===== config.mk =====
export PLATFORM = sky130hd
export DESIGN_NAME = execute_stage
export DESIGN_NICKNAME = d
export VERILOG_FILES = /design/src/rtl/execute_stage.sv
export SDC_FILE = /design/constraint.sdc
export NUM_CORES = 2
export LEC_CHECK = 0
export ABC_CLOCK_PERIOD_IN_PS = 8500
export CAP_MARGIN = 25
export CORE_MARGIN = 2
export CORE_UTILIZATION = 59
export CTS_CLUSTER_SIZE = 16
export DETAILED_ROUTE_END_ITERATION = 8
export PLACE_DENSITY_LB_ADDON = 0.12
export RECOVER_POWER = 100
export SETUP_SLACK_MARGIN = 0.02
export SYNTH_ARGS = -nofsm -noshare
export SYNTH_HDL_FRONTEND = slang
export SYNTH_SLANG_ARGS = --single-unit

===== constraint.sdc =====
create_clock -name clk_i -period 8.5 [get_ports clk_i]
set_input_delay 0.85 -clock clk_i [delete_from_list [all_inputs] [get_ports clk_i]]
set_output_delay 0.85 -clock clk_i [all_outputs]
set_load 0.01 [all_outputs]

===== src/rtl/execute_stage.sv =====
// Execute stage of the Thumb pipeline: operand forwarding, ALU with an iterative
// multiplier, NZCV flag register and the EXE/MEM pipeline register.
package execute_stage_pkg;
  typedef enum logic [1:0] {
    SRC_REG = 2'd0, SRC_IMM = 2'd1, SRC_PC = 2'd2, SRC_ACC = 2'd3
  } alu_input_source;

  typedef enum logic [3:0] {
    ALU_ADD = 4'd0,  ALU_ADC = 4'd1,  ALU_SUB = 4'd2,  ALU_SBC = 4'd3,
    ALU_AND = 4'd4,  ALU_ORR = 4'd5,  ALU_EOR = 4'd6,  ALU_BIC = 4'd7,
    ALU_MOV = 4'd8,  ALU_MVN = 4'd9,  ALU_LSL = 4'd10, ALU_LSR = 4'd11,
    ALU_ASR = 4'd12, ALU_ROR = 4'd13, ALU_MUL = 4'd14
  } alu_control_signal;

  typedef logic [1:0] reg_file_data_source;
  typedef logic       update_flag_sig;
endpackage

module execute_stage
  import execute_stage_pkg::*;
#(
  parameter int WORD       = 32,
  parameter int ADDR_WIDTH = 4,
  parameter int MUL_CYCLES = 4
) (
  input  logic                  clk_i,
  input  logic                  reset_i,
  input  logic                  stall_i,
  input  logic                  mem_write_en_i,
  input  logic                  mem_read_en_i,
  input  logic                  reg_file_write_en_i,
  input  reg_file_data_source   reg_file_input_ctrl_sig_i,
  input  alu_input_source       alu_input_1_select_i,
  input  alu_input_source       alu_input_2_select_i,
  input  alu_control_signal     alu_control_signal_i,
  input  update_flag_sig        update_flag_i,
  input  logic [ADDR_WIDTH-1:0] reg_1_source_addr_i,
  input  logic [ADDR_WIDTH-1:0] reg_2_source_addr_i,
  input  logic [ADDR_WIDTH-1:0] reg_dest_addr_i,
  input  logic [WORD-1:0]       reg_1_data_i,
  input  logic [WORD-1:0]       reg_2_data_i,
  input  logic [WORD-1:0]       immediate_i,
  input  logic [WORD-1:0]       accumulator_imm_i,
  input  logic [WORD-1:0]       program_counter_i,
  input  logic                  fwd_mem_en_i,
  input  logic [ADDR_WIDTH-1:0] fwd_mem_addr_i,
  input  logic [WORD-1:0]       fwd_mem_data_i,
  input  logic                  fwd_wb_en_i,
  input  logic [ADDR_WIDTH-1:0] fwd_wb_addr_i,
  input  logic [WORD-1:0]       fwd_wb_data_i,
  output logic                  busy_o,
  output logic [WORD-1:0]       alu_result_o,
  output logic [WORD-1:0]       store_data_o,
  output logic [ADDR_WIDTH-1:0] reg_dest_addr_o,
  output logic                  mem_write_en_o,
  output logic                  mem_read_en_o,
  output logic                  reg_file_write_en_o,
  output reg_file_data_source   reg_file_input_ctrl_sig_o,
  output logic [3:0]            flags_o
);

  localparam int SLICE = WORD / MUL_CYCLES;
  localparam int CW    = (MUL_CYCLES > 2) ? $clog2(MUL_CYCLES) : 1;
  localparam int SHW   = $clog2(WORD);
  localparam logic [CW-1:0] CNT_LAST = CW'(MUL_CYCLES - 1);

  typedef enum logic [0:0] {ST_IDLE = 1'b0, ST_MUL_BUSY = 1'b1} state_e;

  state_e                state_q, state_d;
  logic [CW-1:0]         cnt_q, cnt_d;
  logic [WORD-1:0]       mcand_q, mcand_d, mplier_q, mplier_d, acc_q, acc_d;
  logic [ADDR_WIDTH-1:0] lat_dest_q, lat_dest_d;
  logic                  lat_wen_q, lat_wen_d, lat_mwe_q, lat_mwe_d, lat_mre_q, lat_mre_d;
  logic                  lat_upd_q, lat_upd_d;
  reg_file_data_source   lat_src_q, lat_src_d;
  logic [WORD-1:0]       lat_store_q, lat_store_d;
  logic [WORD-1:0]       result_q, result_d, store_q, store_d;
  logic [ADDR_WIDTH-1:0] dest_q, dest_d;
  logic                  wen_q, wen_d, mwe_q, mwe_d, mre_q, mre_d;
  reg_file_data_source   src_q, src_d;
  logic [3:0]            flags_q, flags_d;

  logic [WORD-1:0]       r1_s, r2_s, op1_s, op2_s;
  logic [WORD-1:0]       addb_s, alu_res_s, mul_a_s, mul_b_s, pp_s, mul_sum_s;
  logic                  cin_s;
  logic [WORD:0]         sum_s, lsl_w_s, lsr_w_s;
  logic signed [WORD:0]  asr_w_s;
  logic [2*WORD-1:0]     ror_w_s;
  logic [7:0]            amt_s;
  logic [3:0]            alu_flags_s;

  function automatic logic [WORD-1:0] sel_operand(input alu_input_source sel,
      input logic [WORD-1:0] regv, input logic [WORD-1:0] imm,
      input logic [WORD-1:0] pc, input logic [WORD-1:0] acc);
    case (sel)
      SRC_REG: sel_operand = regv;
      SRC_IMM: sel_operand = imm;
      SRC_PC:  sel_operand = pc;
      SRC_ACC: sel_operand = acc;
      default: sel_operand = regv;
    endcase
  endfunction

  // Forwarding: MEM beats WB beats the decode-stage register data
  always_comb begin
    if (fwd_mem_en_i && (fwd_mem_addr_i == reg_1_source_addr_i)) r1_s = fwd_mem_data_i;
    else if (fwd_wb_en_i && (fwd_wb_addr_i == reg_1_source_addr_i)) r1_s = fwd_wb_data_i;
    else r1_s = reg_1_data_i;
    if (fwd_mem_en_i && (fwd_mem_addr_i == reg_2_source_addr_i)) r2_s = fwd_mem_data_i;
    else if (fwd_wb_en_i && (fwd_wb_addr_i == reg_2_source_addr_i)) r2_s = fwd_wb_data_i;
    else r2_s = reg_2_data_i;
  end

  assign op1_s = sel_operand(alu_input_1_select_i, r1_s, immediate_i, program_counter_i, accumulator_imm_i);
  assign op2_s = sel_operand(alu_input_2_select_i, r2_s, immediate_i, program_counter_i, accumulator_imm_i);

  // Adder operand conditioning: subtraction adds the complement, carry-in from C for ADC/SBC
  always_comb begin
    addb_s = op2_s;
    cin_s  = 1'b0;
    case (alu_control_signal_i)
      ALU_ADC: cin_s = flags_q[1];
      ALU_SUB: begin addb_s = ~op2_s; cin_s = 1'b1; end
      ALU_SBC: begin addb_s = ~op2_s; cin_s = flags_q[1]; end
      default: begin addb_s = op2_s; cin_s = 1'b0; end
    endcase
  end

  assign sum_s   = {1'b0, op1_s} + {1'b0, addb_s} + {{WORD{1'b0}}, cin_s};
  assign amt_s   = op2_s[7:0];
  // The extra bit beside each shifted word catches the last bit shifted out
  assign lsl_w_s = {1'b0, op1_s} << amt_s;
  assign lsr_w_s = {op1_s, 1'b0} >> amt_s;
  assign asr_w_s = $signed({op1_s, 1'b0}) >>> amt_s;
  assign ror_w_s = {op1_s, op1_s} >> amt_s[SHW-1:0];

  // ALU result and flags for single-cycle operations
  always_comb begin
    alu_res_s   = '0;
    alu_flags_s = flags_q;
    case (alu_control_signal_i)
      ALU_ADD, ALU_ADC, ALU_SUB, ALU_SBC: begin
        alu_res_s      = sum_s[WORD-1:0];
        alu_flags_s[1] = sum_s[WORD];
        alu_flags_s[0] = (op1_s[WORD-1] == addb_s[WORD-1]) && (sum_s[WORD-1] != op1_s[WORD-1]);
      end
      ALU_AND: alu_res_s = op1_s & op2_s;
      ALU_ORR: alu_res_s = op1_s | op2_s;
      ALU_EOR: alu_res_s = op1_s ^ op2_s;
      ALU_BIC: alu_res_s = op1_s & ~op2_s;
      ALU_MOV: alu_res_s = op2_s;
      ALU_MVN: alu_res_s = ~op2_s;
      ALU_LSL: begin
        alu_res_s = (amt_s == 8'd0) ? op1_s : lsl_w_s[WORD-1:0];
        alu_flags_s[1] = (amt_s == 8'd0) ? flags_q[1] : lsl_w_s[WORD];
      end
      ALU_LSR: begin
        alu_res_s = (amt_s == 8'd0) ? op1_s : lsr_w_s[WORD:1];
        alu_flags_s[1] = (amt_s == 8'd0) ? flags_q[1] : lsr_w_s[0];
      end
      ALU_ASR: begin
        alu_res_s = (amt_s == 8'd0) ? op1_s : asr_w_s[WORD:1];
        alu_flags_s[1] = (amt_s == 8'd0) ? flags_q[1] : asr_w_s[0];
      end
      ALU_ROR: begin
        alu_res_s = (amt_s == 8'd0) ? op1_s : ror_w_s[WORD-1:0];
        alu_flags_s[1] = (amt_s == 8'd0) ? flags_q[1] : ror_w_s[WORD-1];
      end
      default: alu_res_s = '0;
    endcase
    alu_flags_s[3] = alu_res_s[WORD-1];
    alu_flags_s[2] = (alu_res_s == '0);
  end

  // One multiplier slice per step; step 0 comes straight from the operand mux
  always_comb begin
    if (state_q == ST_IDLE) begin
      mul_a_s = op1_s;
      mul_b_s = {{(WORD-SLICE){1'b0}}, op2_s[SLICE-1:0]};
    end else begin
      mul_a_s = mcand_q;
      mul_b_s = {{(WORD-SLICE){1'b0}}, mplier_q[SLICE-1:0]};
    end
  end

  assign pp_s      = mul_a_s * mul_b_s;
  assign mul_sum_s = ((state_q == ST_IDLE) ? '0 : acc_q) + pp_s;

  // Next-state for the FSM, multiplier, latched controls, output register and flags
  always_comb begin
    state_d = state_q;   cnt_d = cnt_q;
    mcand_d = mcand_q;   mplier_d = mplier_q;   acc_d = acc_q;
    lat_dest_d = lat_dest_q; lat_wen_d = lat_wen_q; lat_mwe_d = lat_mwe_q;
    lat_mre_d = lat_mre_q;   lat_upd_d = lat_upd_q; lat_src_d = lat_src_q;
    lat_store_d = lat_store_q;
    result_d = result_q; store_d = store_q; dest_d = dest_q; src_d = src_q;
    wen_d = wen_q; mwe_d = mwe_q; mre_d = mre_q; flags_d = flags_q;
    if (!stall_i) begin
      case (state_q)
        ST_IDLE: begin
          if (alu_control_signal_i == ALU_MUL) begin
            state_d = ST_MUL_BUSY;  cnt_d = CW'(1);
            mcand_d = op1_s << SLICE; mplier_d = op2_s >> SLICE; acc_d = mul_sum_s;
            lat_dest_d = reg_dest_addr_i; lat_wen_d = reg_file_write_en_i;
            lat_mwe_d = mem_write_en_i;   lat_mre_d = mem_read_en_i;
            lat_upd_d = update_flag_i;    lat_src_d = reg_file_input_ctrl_sig_i;
            lat_store_d = r2_s;
            wen_d = 1'b0; mwe_d = 1'b0; mre_d = 1'b0;
          end else begin
            result_d = alu_res_s; store_d = r2_s; dest_d = reg_dest_addr_i;
            src_d = reg_file_input_ctrl_sig_i; wen_d = reg_file_write_en_i;
            mwe_d = mem_write_en_i; mre_d = mem_read_en_i;
            flags_d = update_flag_i ? alu_flags_s : flags_q;
          end
        end
        ST_MUL_BUSY: begin
          if (cnt_q == CNT_LAST) begin
            state_d = ST_IDLE; cnt_d = '0;
            result_d = mul_sum_s; store_d = lat_store_q; dest_d = lat_dest_q;
            src_d = lat_src_q; wen_d = lat_wen_q; mwe_d = lat_mwe_q; mre_d = lat_mre_q;
            flags_d = lat_upd_q ? {mul_sum_s[WORD-1], (mul_sum_s == '0), flags_q[1:0]} : flags_q;
          end else begin
            cnt_d = cnt_q + CW'(1);
            mcand_d = mcand_q << SLICE; mplier_d = mplier_q >> SLICE; acc_d = mul_sum_s;
            wen_d = 1'b0; mwe_d = 1'b0; mre_d = 1'b0;
          end
        end
        default: begin
          state_d = ST_IDLE; cnt_d = '0;
          wen_d = 1'b0; mwe_d = 1'b0; mre_d = 1'b0;
        end
      endcase
    end else begin
      state_d = state_q;
    end
  end

  // State register; reset abandons any multiply in progress
  always_ff @(posedge clk_i or negedge reset_i) begin
    if (!reset_i) begin
      state_q <= ST_IDLE; cnt_q <= '0;
      mcand_q <= '0; mplier_q <= '0; acc_q <= '0;
      lat_dest_q <= '0; lat_wen_q <= 1'b0; lat_mwe_q <= 1'b0; lat_mre_q <= 1'b0;
      lat_upd_q <= 1'b0; lat_src_q <= '0; lat_store_q <= '0;
      result_q <= '0; store_q <= '0; dest_q <= '0; src_q <= '0;
      wen_q <= 1'b0; mwe_q <= 1'b0; mre_q <= 1'b0; flags_q <= 4'b0000;
    end else begin
      state_q <= state_d; cnt_q <= cnt_d;
      mcand_q <= mcand_d; mplier_q <= mplier_d; acc_q <= acc_d;
      lat_dest_q <= lat_dest_d; lat_wen_q <= lat_wen_d; lat_mwe_q <= lat_mwe_d;
      lat_mre_q <= lat_mre_d; lat_upd_q <= lat_upd_d; lat_src_q <= lat_src_d;
      lat_store_q <= lat_store_d;
      result_q <= result_d; store_q <= store_d; dest_q <= dest_d; src_q <= src_d;
      wen_q <= wen_d; mwe_q <= mwe_d; mre_q <= mre_d; flags_q <= flags_d;
    end
  end

  assign busy_o                    = (state_q == ST_MUL_BUSY);
  assign alu_result_o              = result_q;
  assign store_data_o              = store_q;
  assign reg_dest_addr_o           = dest_q;
  assign mem_write_en_o            = mwe_q;
  assign mem_read_en_o             = mre_q;
  assign reg_file_write_en_o       = wen_q;
  assign reg_file_input_ctrl_sig_o = src_q;
  assign flags_o                   = flags_q;

endmodule


==> results.txt, run 1 <==
Status = aborted with a tool error
Failed at = 5_1_grt
Error = [ERROR GRT-0232] Routing congestion too high. Check the congestion heatmap in the GUI.
Avg Synthesized Cell Area = 7.52 um^2
Largest area contributor in the netlist = dfrtp_1
Total GRT Usage = 78.4%
# port buffers = 340
RD Place Congestion = 1.31
Die W = 228 um
Ys flop type = dfrtp_1
Mapped cell area = 0.0295 mm^2
Asr flop ratio synth = 100%
Post-synthesis sequential area ratio = 17.1%
WEP type = sequential cell input
Post-CTS Repair Setup Buffers = 0
Grt ovf = 95
Initial Util = 60.0%
Die H = 228 um
Post-DP HPWL = 125000 um
Clock sinks = 202
Clock buffer depth = 3
Largest cells by area after synthesis = dfrtp_1 (17%), fa_1 (13%), nand2_1 (7.6%)
Commonest cells post-synth = nand2_1 (595), nor2_1 (407), o21ai_0 (321)
Most frequent cell after synthesis = nand2_1
H-tree Lvls = 1
Largest net degree at the start of global routing = 140
Num rows = 81
Post-synth EDFFs = 0
Distinct cell type count after synthesis = 102
Synth Register Bits = 202
Cells after synthesis = 3926
Share of the synthesized area in the top cell type = 17.1%
CTS buffer count = 23
Synthesis warning total = 0
Worst_ep grt = flags_o[2]$_DFFE_PN0P_/D
Clk root buf = clkbuf_16
Ports = 341
Total nets after synthesis = 4483
stage by stage:
step           worst slack, ns  util (%)  TNS, ns  area [um^2]  cells
4_1_cts                  0.121      73.6        0        36200   5051
2_1_floorplan           0.0586         -        0        29500   3926
3_5_place_dp            -0.514      72.0    -2.12        35400   5010
3_3_place_gp            -0.211      71.9   -0.486        35400   5008
layer usage:
| layer | overflow | track usage [%] |
|---|---|---|
| met4 | 37 | 77.6 |
| met1 | 2 | 79.4 |
| met2 | 53 | 92.3 |
| met5 | 1 | 35.6 |
| met3 | 2 | 64.8 |
kinds of logic after synthesis:
logic type / synth area share, %
buf+inv: 7.75
xor+xnor: 3.38
flops: 17.1
simple gates: 19.9
fa+ha+maj: 17.2
compound gates: 25.4
mux: 9.22
what timing repair did:
| item | 4_1_cts |
|---|---|
| gates resized for setup | 4 |
| hold buffers | 0 |
| setup endpoints to repair | 3 |
==> run 2: changes to the inputs <==
--- a/config.mk
+++ b/config.mk
@@ -8,12 +8,10 @@
 export ABC_CLOCK_PERIOD_IN_PS = 8500
 export CAP_MARGIN = 25
 export CORE_MARGIN = 2
-export CORE_UTILIZATION = 59
-export CTS_CLUSTER_SIZE = 16
+export CORE_UTILIZATION = 40
 export DETAILED_ROUTE_END_ITERATION = 8
-export PLACE_DENSITY_LB_ADDON = 0.12
+export PLACE_DENSITY_LB_ADDON = 0.15
 export RECOVER_POWER = 100
-export SETUP_SLACK_MARGIN = 0.02
 export SYNTH_ARGS = -nofsm -noshare
 export SYNTH_HDL_FRONTEND = slang
 export SYNTH_SLANG_ARGS = --single-unit
==> run 2 against run 1 <==
Net effect:
- the flow now finishes, with violations (max-capacitance violations, max-slew violations)
- synthesized cell count stayed put
- area after synthesis did not move
==> results.txt, run 2 <==
Clock buffer depth = 3
Ys flop type = dfrtp_1
Hold-critical path depth = 2
Max Freq = 122 MHz
Max-Cap Viols = 9
Worst Max-Slew Pin Slew = 4.62 ns
Clock Power Share = 5.9%
Clk root buf = clkbuf_16
Status = complete, but fails checks
Slew Viols, Final = 557
Largest cells by area after synthesis = dfrtp_1 (17%), fa_1 (13%), nand2_1 (7.6%)
Area Growth Syn to Fin = 26.8%
Critical R2R Launch = busy_o
Switching portion of total power = 52.3%
Comb pwr share = 84.9%
Violated checks = max-capacitance violations, max-slew violations
Period utilization = 96.4%
Leading cell types in the layout, fill and taps excluded = nand2_1 (593), buf_4 (427), nor2_1 (398)
Max incr delay on CP = 0.56 ns
Clock-pin transition on the worst setup and hold timing paths = 0.06 ns
Synth Register Bits = 202
Pwr Density = 504 mW/mm^2
Overall power = 18.9 mW
Die H = 276 um
Pre-Repair DR Iteration Count = 6
Int Pwr = 8.99 mW
Relative slew slack = -208%
Leading cell type in the layout, fill and taps excluded = nand2_1
Distinct cell type count after synthesis = 102
Drt wl/cell = 32.1 um
Sw Pwr = 9.87 mW
Clock latency on the worst-skew pair = 0.57 ns
# port buffers = 340
Setup WS pre-CTS = -0.478 ns
R2R Path End = flags_o[2]
Slowest-stage cell, CP = fa_1
RD Place Congestion = 1.12
FILL cells = 7159
Cells after synthesis = 3926
Crit end category = register
Avg Synthesized Cell Area = 7.52 um^2
Clock sinks = 202
Reg2Reg Depth = 29
Post-Route Setup TNS = 0 ns
Post-route minimum period = 8.19 ns
Post-synth EDFFs = 0
Worst reg2reg setup slack = 0.91 ns
Ports = 341
CTS buffer count = 24
Sequential cell area = 0.00506 mm^2
Critical path arrival = 8.70 ns
Die W = 276 um
Most frequent cell after synthesis = nand2_1
Setup CP Type = in -> reg
Mapped cell area = 0.0295 mm^2
Post-Route WL = 175000 um
Core area = 0.0730 mm^2
Vias per cell = 6.38
Via Count = 34800
Largest area contributor in the netlist = dfrtp_1
1st-iter DRT viols = 4592
Number of global-route vias before repair = 34000
Total nets after synthesis = 4483
Crit path launch type = input pin
Commonest cells post-synth = nand2_1 (595), nor2_1 (407), o21ai_0 (321)
Num rows = 99
Area of the multi-input gates = 0.0223 mm^2
Hold path endpoint = alu_result_o[4]
Final setup viols = 0
Full die area = 0.0760 mm^2
Hold WC Path Type = reg -> reg
Final Hold Viols = 0
Post-DP HPWL = 140000 um
CTS tree = done
Max IR drop VDD = 1.32 mV
Synthesis warning total = 0
Initial Util = 40.4%
Cell leakage power = 16.9 nW
ANT nets after route = 0
Total GRT Usage = 45.4%
Share of layout cells above drive strength 1 = 14.3%
DRC viols = 0
Nets = 5033
Grt ovf = 0
Final WS setup = 0.307 ns
Most common cell on crit path = buf_4
Largest net degree at the start of global routing = 96
Initial antenna violation count = 7
Post-synthesis sequential area ratio = 17.1%
Required @ worst endpoint = 9.00 ns
Asr flop ratio synth = 100%
Reg power frac = 9.2%
H-tree Lvls = 1
Hold path startpoint = alu_result_o[4]
CP Max Fanout = 17
Fin Clk Skew = 0.0249 ns
First-pass GRT wire length = 247000 um
Share of the synthesized area in the top cell type = 17.1%
run 2: cell counts after synthesis:
Identical to the previous run, type by type.
run 2: cell families after synthesis:
group           share of synthesized area [%]
compound gates                           25.4
buf+inv                                  7.75
fa+ha+maj                                17.2
mux                                      9.22
flops                                    17.1
xor+xnor                                 3.38
simple gates                             19.9
run 2: per-stage QoR:
step | hold WS (ns) | util [%] | instance area [um^2] | cells
floorplan | 0.440 | - | 29500 | 3926
global placement | 0.452 | 50.2 | 36600 | 5404
detailed placement | 0.458 | 50.2 | 36600 | 5406
CTS | 0.296 | 51.4 | 37500 | 5448
global route | 0.498 | 51.3 | 37400 | 5451
finish | 0.472 | 51.3 | 37400 | 5453
run 2: worst max path at each step:
| stage | slack, ns | cells past startpoint | start | to |
|---|---|---|---|---|
| floorplan | 0.02 | 36 | fwd_mem_addr_i[2] | flags_o[2] |
| global placement | -0.32 | 34 | reg_2_source_addr_i[1] | flags_o[2] |
| detailed placement | -0.48 | 36 | fwd_mem_addr_i[0] | flags_o[2] |
| CTS | 0.07 | 36 | fwd_mem_addr_i[0] | flags_o[2] |
| global route | -0.04 | 37 | fwd_mem_addr_i[3] | alu_result_o[29] |
| finish | 0.31 | 34 | reg_2_source_addr_i[1] | flags_o[2] |
run 2: layout make-up:
cell class | instances | share of cell area [%]
tap | 959 | 3.21
antenna | 2 | 0.0134
timing repair buffer | 804 | 18.6
multi-input combinational | 3149 | 59.5
clock inverter | 10 | 0.421
clock buffer | 32 | 1.76
sequential | 202 | 13.5
inverter | 295 | 2.98
run 2: per-layer routing:
metal	routed length (um)	share of wire, %	GRT usage (%)
met1	67900	39	56.9
met2	72400	41	67.5
met3	19400	11	13.0
met4	15100	8.6	30.8
met5	54	0.031	0
run 2: power groups by stage:
stage,sequential [mW],clock [mW],combinational [mW]
after floorplan,1.69,0,9.05
after global placement,1.73,0,15.7
after detailed placement,1.73,0,15.9
after CTS,1.73,1.12,16.0
after global routing,1.78,1.15,17.7
final,1.74,1.11,16.0
run 2: worst max-delay path, delay by kind of cell:
kind            cells  cell delay [ns]
compound gates     12             2.67
xor+xnor            2             0.42
fa+ha+maj           5             2.24
buf+inv             9             1.46
simple gates        6             1.07
run 2: repair_timing:
item,CTS,global route
hold buffers,0,0
gates resized for setup,0,14
setup endpoints to repair,0,12
setup buffers,0,1
Power figures use the tool's default switching activity.
